$ cat src/rtl/watch_edit_sequencer.sv
// Display-mode owner and set-value edit session controller for the watch datapath.
// Preloads time/alarm/day into an edit buffer, applies BCD limits, issues commit strobes.
module watch_edit_sequencer #(
  parameter int unsigned TIMEOUT_CYC = 1000,
  parameter int unsigned BLINK_DIV   = 50
) (
  input  logic       clk,
  input  logic       resetTime,
  input  logic       modeBtn,
  input  logic       setBtn,
  input  logic       nextBtn,
  input  logic       upBtn,
  input  logic [3:0] curHour1,
  input  logic [3:0] curHour0,
  input  logic [3:0] curMin1,
  input  logic [3:0] curMin0,
  input  logic [3:0] almHour1,
  input  logic [3:0] almHour0,
  input  logic [3:0] almMin1,
  input  logic [3:0] almMin0,
  input  logic [2:0] curDay,
  output logic [2:0] mode,
  output logic       setValue,
  output logic [1:0] editField,
  output logic [3:0] edHour1,
  output logic [3:0] edHour0,
  output logic [3:0] edMin1,
  output logic [3:0] edMin0,
  output logic [2:0] edDay,
  output logic       blink,
  output logic       commitWatch,
  output logic       commitAlarm,
  output logic       commitDay
);

  localparam int unsigned TW = $clog2(TIMEOUT_CYC);
  localparam int unsigned BW = (BLINK_DIV > 1) ? $clog2(BLINK_DIV) : 1;
  localparam logic [TW-1:0] TmoMax = TW'(TIMEOUT_CYC - 1);
  localparam logic [BW-1:0] BlkMax = BW'(BLINK_DIV - 1);

  localparam logic [2:0] ModeWatch = 3'd0;
  localparam logic [2:0] ModeStop  = 3'd1;
  localparam logic [2:0] ModeAlarm = 3'd2;
  localparam logic [2:0] ModeDay   = 3'd3;

  typedef enum logic [2:0] {StIdle, StEH1, StEH0, StEM1, StEM0, StEDay} state_e;

  state_e        state_q, state_d;
  logic [2:0]    mode_q, mode_d;
  logic [3:0]    h1_q, h1_d, h0_q, h0_d, m1_q, m1_d, m0_q, m0_d;
  logic [2:0]    day_q, day_d;
  logic          blink_q, blink_d;
  logic [BW-1:0] blk_cnt_q, blk_cnt_d;
  logic [TW-1:0] tmo_q, tmo_d;
  logic          cw_q, cw_d, ca_q, ca_d, cd_q, cd_d;
  logic          any_btn;

  assign any_btn = modeBtn | setBtn | nextBtn | upBtn;

  always_comb begin
    state_d   = state_q;
    mode_d    = mode_q;
    h1_d      = h1_q;
    h0_d      = h0_q;
    m1_d      = m1_q;
    m0_d      = m0_q;
    day_d     = day_q;
    blink_d   = blink_q;
    blk_cnt_d = blk_cnt_q;
    tmo_d     = tmo_q;
    cw_d      = 1'b0;
    ca_d      = 1'b0;
    cd_d      = 1'b0;

    case (state_q)
      StIdle: begin
        blink_d   = 1'b0;
        blk_cnt_d = '0;
        tmo_d     = '0;
        if (setBtn) begin
          unique case (mode_q)
            ModeWatch: begin
              {h1_d, h0_d, m1_d, m0_d} = {curHour1, curHour0, curMin1, curMin0};
              state_d = StEH1;
            end
            ModeAlarm: begin
              {h1_d, h0_d, m1_d, m0_d} = {almHour1, almHour0, almMin1, almMin0};
              state_d = StEH1;
            end
            ModeDay: begin
              day_d   = curDay;
              state_d = StEDay;
            end
            default: ;
          endcase
          if (mode_q != ModeStop) blink_d = 1'b1;
        end else if (!(nextBtn || upBtn) && modeBtn) begin
          mode_d = (mode_q == ModeDay) ? ModeWatch : mode_q + 3'd1;
        end
      end
      default: begin
        if (setBtn) begin
          state_d = StIdle;
          blink_d = 1'b0;
          cw_d    = (mode_q == ModeWatch);
          ca_d    = (mode_q == ModeAlarm);
          cd_d    = (mode_q == ModeDay);
        end else if (any_btn) begin
          // Any pulse, even an ignored one, restarts the blink phase and the timeout.
          tmo_d     = '0;
          blink_d   = 1'b1;
          blk_cnt_d = '0;
          if (nextBtn) begin
            case (state_q)
              StEH1:   state_d = StEH0;
              StEH0:   state_d = StEM1;
              StEM1:   state_d = StEM0;
              StEM0:   state_d = StEH1;
              default: ;
            endcase
          end else if (upBtn) begin
            case (state_q)
              StEH1: begin
                if (h1_q >= 4'd2) begin
                  h1_d = 4'd0;
                end else begin
                  h1_d = h1_q + 4'd1;
                  if (h1_q == 4'd1 && h0_q > 4'd3) h0_d = 4'd3;
                end
              end
              StEH0:   h0_d  = (h0_q >= ((h1_q == 4'd2) ? 4'd3 : 4'd9)) ? 4'd0 : h0_q + 4'd1;
              StEM1:   m1_d  = (m1_q >= 4'd5) ? 4'd0 : m1_q + 4'd1;
              StEM0:   m0_d  = (m0_q >= 4'd9) ? 4'd0 : m0_q + 4'd1;
              StEDay:  day_d = (day_q >= 3'd6) ? 3'd0 : day_q + 3'd1;
              default: ;
            endcase
          end
        end else if (tmo_q == TmoMax) begin
          state_d = StIdle;
          blink_d = 1'b0;
        end else begin
          tmo_d = tmo_q + 1'b1;
          if (blk_cnt_q == BlkMax) begin
            blink_d   = ~blink_q;
            blk_cnt_d = '0;
          end else begin
            blk_cnt_d = blk_cnt_q + 1'b1;
          end
        end
      end
    endcase
  end

  always_ff @(posedge clk) begin
    if (!resetTime) begin
      state_q   <= StIdle;
      mode_q    <= ModeWatch;
      h1_q      <= '0;
      h0_q      <= '0;
      m1_q      <= '0;
      m0_q      <= '0;
      day_q     <= '0;
      blink_q   <= 1'b0;
      blk_cnt_q <= '0;
      tmo_q     <= '0;
      cw_q      <= 1'b0;
      ca_q      <= 1'b0;
      cd_q      <= 1'b0;
    end else begin
      state_q   <= state_d;
      mode_q    <= mode_d;
      h1_q      <= h1_d;
      h0_q      <= h0_d;
      m1_q      <= m1_d;
      m0_q      <= m0_d;
      day_q     <= day_d;
      blink_q   <= blink_d;
      blk_cnt_q <= blk_cnt_d;
      tmo_q     <= tmo_d;
      cw_q      <= cw_d;
      ca_q      <= ca_d;
      cd_q      <= cd_d;
    end
  end

  always_comb begin
    editField = 2'd0;
    case (state_q)
      StEH0:   editField = 2'd1;
      StEM1:   editField = 2'd2;
      StEM0:   editField = 2'd3;
      default: editField = 2'd0;
    endcase
  end

  assign setValue    = (state_q != StIdle);
  assign mode        = mode_q;
  assign edHour1     = h1_q;
  assign edHour0     = h0_q;
  assign edMin1      = m1_q;
  assign edMin0      = m0_q;
  assign edDay       = day_q;
  assign blink       = blink_q;
  assign commitWatch = cw_q;
  assign commitAlarm = ca_q;
  assign commitDay   = cd_q;

endmodule

$ cat config.mk
export PLATFORM = sky130hd
export DESIGN_NAME = watch_edit_sequencer
export DESIGN_NICKNAME = d
export VERILOG_FILES = /design/src/rtl/watch_edit_sequencer.sv
export SDC_FILE = /design/constraint.sdc
export NUM_CORES = 1
export LEC_CHECK = 0
export CAP_MARGIN = 20
export CORE_ASPECT_RATIO = 1.5
export CORE_MARGIN = 2
export CORE_UTILIZATION = 35
export CTS_CLUSTER_DIAMETER = 80
export DETAILED_ROUTE_END_ITERATION = 12
export GPL_TIMING_DRIVEN = 1
export PLACE_DENSITY_LB_ADDON = 0.1
export REMOVE_ABC_BUFFERS = 1
export SKIP_LAST_GASP = 1
export SLEW_MARGIN = 20
export SYNTH_ARGS = -nofsm -noshare
export SYNTH_HDL_FRONTEND = slang
export SYNTH_SLANG_ARGS = --single-unit
export TNS_END_PERCENT = 10
$ cat constraint.sdc
create_clock -name clk -period 4 [get_ports clk]
set_input_delay 0.4 -clock clk [delete_from_list [all_inputs] [get_ports clk]]
set_output_delay 0.4 -clock clk [all_outputs]
set_load 0.01 [all_outputs]
==> impl_metrics.csv <==
group,metric,value,unit
sta,fin_crit,2.64,ns
clock_network,clkSinkCount,45,
final_layout,stdcell_count,530,
die,die_w,77.6,um
power_and_ir_drop,p_leak,1.42,nW
yosys,synth_ff_type,"dfxtp_1",
sta,worst_slack,1.36,ns
yosys,ys_ff_latch,45,
drt,firstDrtPassIters,4,
global_route,grt_pass1_wl,12.2,mm
power_and_ir_drop,switching_share,0.280,
final_layout,nets,485,
clock_network,numCtsBuffers,5,
drt,vias,2790,
yosys,syn_inst,358,
final_layout,syn_to_final_growth,34.2,%
yosys,async_flop_share,0,
power_and_ir_drop,p_int,0.932,mW
final_layout,final_area,0.00382,sq mm
sta,finalMaxSlewViolations,0,
clock_network,cts_setup_buffers,0,
die,start_util,0.357,
final_layout,diodes,0,
worst_setup_path,required,3.60,ns
global_route,gr-usage-all-layers,0.170,
sta,fin_setup_tns,0,ns
worst_setup_path,end_kind,"output pin",
drt,wl,7.57,mm
sta,worst_slew_pin_slew,0.807,ns
power_and_ir_drop,combPwrFrac,0.232,
placement,postPlaceCellArea,0.00364,sq mm
final_layout,drive_above_1_share,0.0565,
yosys,ys_types,57,
sta,slew_headroom,0.459,
clock_network,cts_root_buf,"clkbuf_16",
yosys,synth_area,0.00284,sq mm
clock_network,clk_latency,0.28,ns
power_and_ir_drop,p_clk_frac,0.376,
drt,initialDrtViolationCount,111,
final_layout,layout_commonest_cell,"clkdlybuf4s50_1",
die,die_height,114,um
clock_network,htreeDepth,2,
global_route,gr-total-overflow,0,
die,rows,40,
clock_network,cts_tree,"done",
worst_setup_path,worst_ep_arrival_time,2.24,ns
drt,drc,0,
global_route,grt_antenna_before_repair,0,
global_route,grt_max_degree,26,
yosys,ys_seq_area_frac,0.317,
yosys,synth_warnings,0,
placement,dpl.cell_count,522,
worst_hold_path,min_path_type,"reg2reg",
placement,place_hpwl,5.65,mm
worst_setup_path,cp-start-kind,"flip-flop",
worst_setup_path,critical_path_class,"reg2out",
sta,fin_crit_sh,0.661,
yosys,synth_edf_count,0,
power_and_ir_drop,p_seq_frac,0.392,
placement,gp_congestion,0.852,
clock_network,cts.clk_slew.worst_paths,0.06,ns
placement,dp_worst_setup_slack,1.07,ns
sta,finalClockSkew,0.00370,ns
power_and_ir_drop,power_density,339,mW/mm^2
drt,final_antenna_net_count,0,
clock_network,cts_buffer_depth,2,
power_and_ir_drop,p_sw,0.363,mW
yosys,synth.avg_cell_area,7.94,sq um
die,io_pins,70,
drt,vias_per_cell,5.26,
global_route,grt_pass1_vias,2626,
placement,port_buffers,69,
worst_setup_path,critPathMaxFanout,14,
sta,rsz0062_at_grt,"no",
sta,finalHoldViolCount,0,
sta,setup_viol_count_final,0,
clock_network,cts_hold_buffers,0,
sta,hold_slack,0.502,ns
flow_run,maxCapViolCount,0,
final_layout,most-common-layout-cells,"clkdlybuf4s50_1 (69), nor2_1 (47), dfxtp_1 (45)",
run_status,status,"finished, final reports clean",
sta,max_clock_freq,0.378,GHz
die,core_area,0.00796,sq mm
power_and_ir_drop,power,1.29,mW
clock_network,cts_resized,0,
die,die_area,0.00888,sq mm
drt,routedWlPerCell,14.3,um
final_layout,utilization,0.480,
power_and_ir_drop,max-vdd-ir-drop,0.183,mV
metal layers:
metal	global-route usage	wire, um
met2	0.319	4000
met4	0.0488	89
met3	0.0308	230
met1	0.193	3250
met5	0	0
worst max-delay path: stages, from the launching register on:
cell             delay [ns]
dfxtp_1                0.47
nor3_2                 0.75
clkinv_1               0.21
clkdlybuf4s50_1        0.53
cell type report:
class / count / area (sq um)
Fill cell: 817 / 4140
Multi-Input combinational cell: 277 / 1810
Sequential cell: 45 / 901
Timing Repair Buffer: 74 / 728
Clock inverter: 1 / 30.0
Clock buffer: 7 / 143
Inverter: 21 / 78.8
Tap cell: 105 / 131
registers in the layout, indices dropped and copies added (netlist names), 3 cells and up:
name	cells
blk_cnt_q	6
edDay	3
edHour0	4
edHour1	4
edMin0	4
edMin1	4
mode	3
state_q	3
tmo_q	10
worst paths after layout:
| path | depth (start not counted) | start | slack (ns) | to |
|---|---|---|---|---|
| setup / recovery | 3 | state_q[2]$_SDFFE_PN0P_ | 1.36 | setValue |
| hold / removal | 2 | edDay[2]$_SDFFE_PN0P_ | 0.50 | edDay[2]$_SDFFE_PN0P_ |
| setup reg to reg | 7 | state_q[2]$_SDFFE_PN0P_ | 1.39 | edHour0[2]$_SDFFE_PN0P_ |
| hold reg to reg | 2 | edDay[2]$_SDFFE_PN0P_ | 0.50 | edDay[2]$_SDFFE_PN0P_ |
cell usage after synthesis, types with 3 or more instances:
| cell | number | area, sq um |
|---|---|---|
| a211oi_1 | 6 | 45.0 |
| or3_1 | 3 | 18.8 |
| nand4_1 | 3 | 18.8 |
| xor2_1 | 7 | 61.3 |
| buf_1 | 3 | 11.3 |
| o21ai_0 | 13 | 65.1 |
| inv_1 | 20 | 75.1 |
| a311oi_1 | 3 | 26.3 |
| a21oi_1 | 19 | 95.1 |
| o211ai_1 | 5 | 37.5 |
| nor3b_1 | 3 | 22.5 |
| clkbuf_1 | 10 | 37.5 |
| dfxtp_1 | 45 | 901 |
| xnor2_1 | 7 | 61.3 |
| nor3_1 | 8 | 40.0 |
| and3_1 | 3 | 18.8 |
| nand4b_1 | 4 | 35.0 |
| mux2i_1 | 11 | 110 |
| a32oi_1 | 3 | 26.3 |
| nand3_1 | 15 | 75.1 |
| nand2b_1 | 5 | 31.3 |
| nor2_1 | 47 | 176 |
| nor4_1 | 3 | 18.8 |
| o211a_1 | 4 | 40.0 |
| nand2_1 | 43 | 161 |
| ha_1 | 20 | 250 |
logic make-up (layout without fill, tap and decap cells):
| logic type | after synthesis | in the layout | synth area share |
|---|---|---|---|
| compound gates | 77 | 77 | 0.192 |
| xor+xnor | 14 | 14 | 0.0431 |
| buf+inv | 36 | 103 | 0.0484 |
| mux | 11 | 11 | 0.0387 |
| fa+ha+maj | 20 | 20 | 0.0880 |
| flops | 45 | 45 | 0.317 |
| simple gates | 155 | 155 | 0.273 |
power by group through the flow:
stage / Combinational (mW) / Sequential (mW) / Clock [mW]
after floorplan: 0.152 / 0.519 / 0
after global placement: 0.298 / 0.518 / 0
after detailed placement: 0.302 / 0.518 / 0
after CTS: 0.304 / 0.508 / 0.497
after global routing: 0.336 / 0.512 / 0.512
final: 0.300 / 0.508 / 0.487
Power figures use the tool's default switching activity.
==> variant, RTL diff (same settings) <==
Encoding of `state_e`: now one-hot (6 bits for 6 states).
--- a/src/rtl/watch_edit_sequencer.sv
+++ b/src/rtl/watch_edit_sequencer.sv
@@ -45,3 +45,3 @@
 
-  typedef enum logic [2:0] {StIdle, StEH1, StEH0, StEM1, StEM0, StEDay} state_e;
+  typedef enum logic [5:0] {StIdle = 6'b000001, StEH1 = 6'b000010, StEH0 = 6'b000100, StEM1 = 6'b001000, StEM0 = 6'b010000, StEDay = 6'b100000} state_e;
 
Check against the original RTL: no difference found for any inputs over 4 cycles, from zero or initial values and one cycle with resetTime low; so few cycles prove little.
==> variant against the original RTL <==
- register-to-register slack gained 240 ps
- via count grew 10%
- routed wire length grew 14%
- fmax shrank 4.2%
- critical path type unchanged
- synthesized area grew 9.6%
- count of clock-buffer cells in the layout shrank 2
- first-iteration DRC count shrank 11%
- worst setup slack lost 120 ps
- combinational power grew 20%
- clock skew grew 4.5 ps
- sequential cell count grew 3
- clock power grew 25%
- cell area grew 8.2%
- total power grew 17%
==> variant: results (changes against the original RTL) <==
[hold_path]
min_to = blk_cnt_q[1]$_SDFFE_PP0P_  ; was edDay[2]$_SDFFE_PN0P_
worstHoldStart = blk_cnt_q[1]$_SDFFE_PP0P_  ; was edDay[2]$_SDFFE_PN0P_
holdPathStages = 2  ; unchanged

[synth]
ys_seq_area_share_pct = 30.8  ; was 31.7%
synth_fa_ha_area_share_pct = 8.43  ; was 8.80%
synth_area_leaders = dfxtp_1 (31%), ha_1 (8.4%), nand2_1 (6.9%)  ; was dfxtp_1 (32%), ha_1 (8.8%), nor2_1 (6.2%)
synth-compound-area-share_pct = 23.0  ; was 19.2%
synthXorXnorAreaFrac_pct = 1.40  ; was 4.31%
synthMuxAreaShare_pct = 3.21  ; was 3.87%
synthDistinctLibCells = 64  ; was 57
synth_top_cells_by_count = nand2_1 (57), dfxtp_1 (48), a21oi_1 (31), nor2_1 (29), ha_1 (21)  ; was nor2_1 (47), dfxtp_1 (45), nand2_1 (43), ha_1 (20), inv_1 (20)

[sta]
slew-limit-headroom_pct = 41.1  ; was 45.9%
finalClockSkew_ps = 8.20  ; was 3.70 ps
holdWs_ps = 489  ; was 502 ps
fin_ws_ps = 1240  ; was 1360 ps

[global_route]
track_usage_pct = 18.2  ; was 17.0%
grt_pass1_vias = 2872  ; was 2626
grt_pass1_wl_mm = 13.8  ; was 12.2 mm
grt_max_degree = 24  ; was 26

[power]
power_clock_uw = 611  ; was 487 uW
cellPowerDensity_mw_per_mm2 = 367  ; was 339 mW/mm^2
vdd_ir_drop_max_mv = 0.258  ; was 0.183 mV
combPwrFrac_pct = 23.7  ; was 23.2%
power.net_switching_uw = 422  ; was 363 uW
p_leak_nw = 1.57  ; was 1.42 nW

[clocking]
clk_latency_ps = 300  ; was 280 ps
htreeDepth = 2  ; unchanged

[run_status]
status = finished clean  ; unchanged

[drt]
wl_per_cell_um = 15.1  ; was 14.3 um
vias = 3074  ; was 2790
drt_iter0_markers = 99  ; was 111

[setup_path]
cpPeakStageDelay_ps = 630  ; was 750 ps
path_max_fanout = 23  ; was 14
rr_worst_depth = 6  ; was 7
cp_slowest_cell = or4_4  ; was nor3_2
worst_ep_arrival_time_ps = 2360  ; was 2240 ps
timing.rr.end = state_q[2]$_SDFFE_PN0P_  ; was edHour0[2]$_SDFFE_PN0P_
ff2ff_setup_slack_ps = 1630  ; was 1390 ps

[final_layout]
finalNetCount = 521  ; was 485
diodes = 0  ; unchanged
drive_gt1_share_pct = 5.87  ; was 5.65%
top_regs = tmo_q x10, blk_cnt_q x6, state_q x6  ; was tmo_q x10, blk_cnt_q x6

[placed_design]
gp_congestion = 0.850  ; was 0.852
dpl.hpwl_mm = 6.29  ; was 5.65 mm

-- variant: routing by layer --
metal  share of wire (%)  vias up  GRT usage (%)
li1                    -     1576              -
met1                  44     1434           21.2
met2                  51       49           32.3
met3                 3.5       15           3.38
met4                 1.9        0           6.99
met5                   0        -              0
-- variant: worst max-delay path, delay by kind of cell (launching register included) --
family / cells / cell delay, ps
and+or+nand+nor: 2 / 950
buffers and inverters: 2 / 710
DFF: 1 / 390
-- variant: final cells by class --
type / count / area [um^2]
fillers: 876 / 4590
multi-input cells: 310 / 2020
flip-flops and latches: 48 / 961
repair buffers: 73 / 721
well taps: 110 / 138
clock buffers: 5 / 125
clock inverters: 3 / 90.1
inverters: 21 / 81.3
-- variant: through the flow --
stage / cell area [um^2] / instances
after CTS: 4130 / 570
after detailed placement: 3920 / 562
after global routing: 4130 / 570
final: 4130 / 570
after global placement: 3920 / 562
after floorplan: 3060 / 379
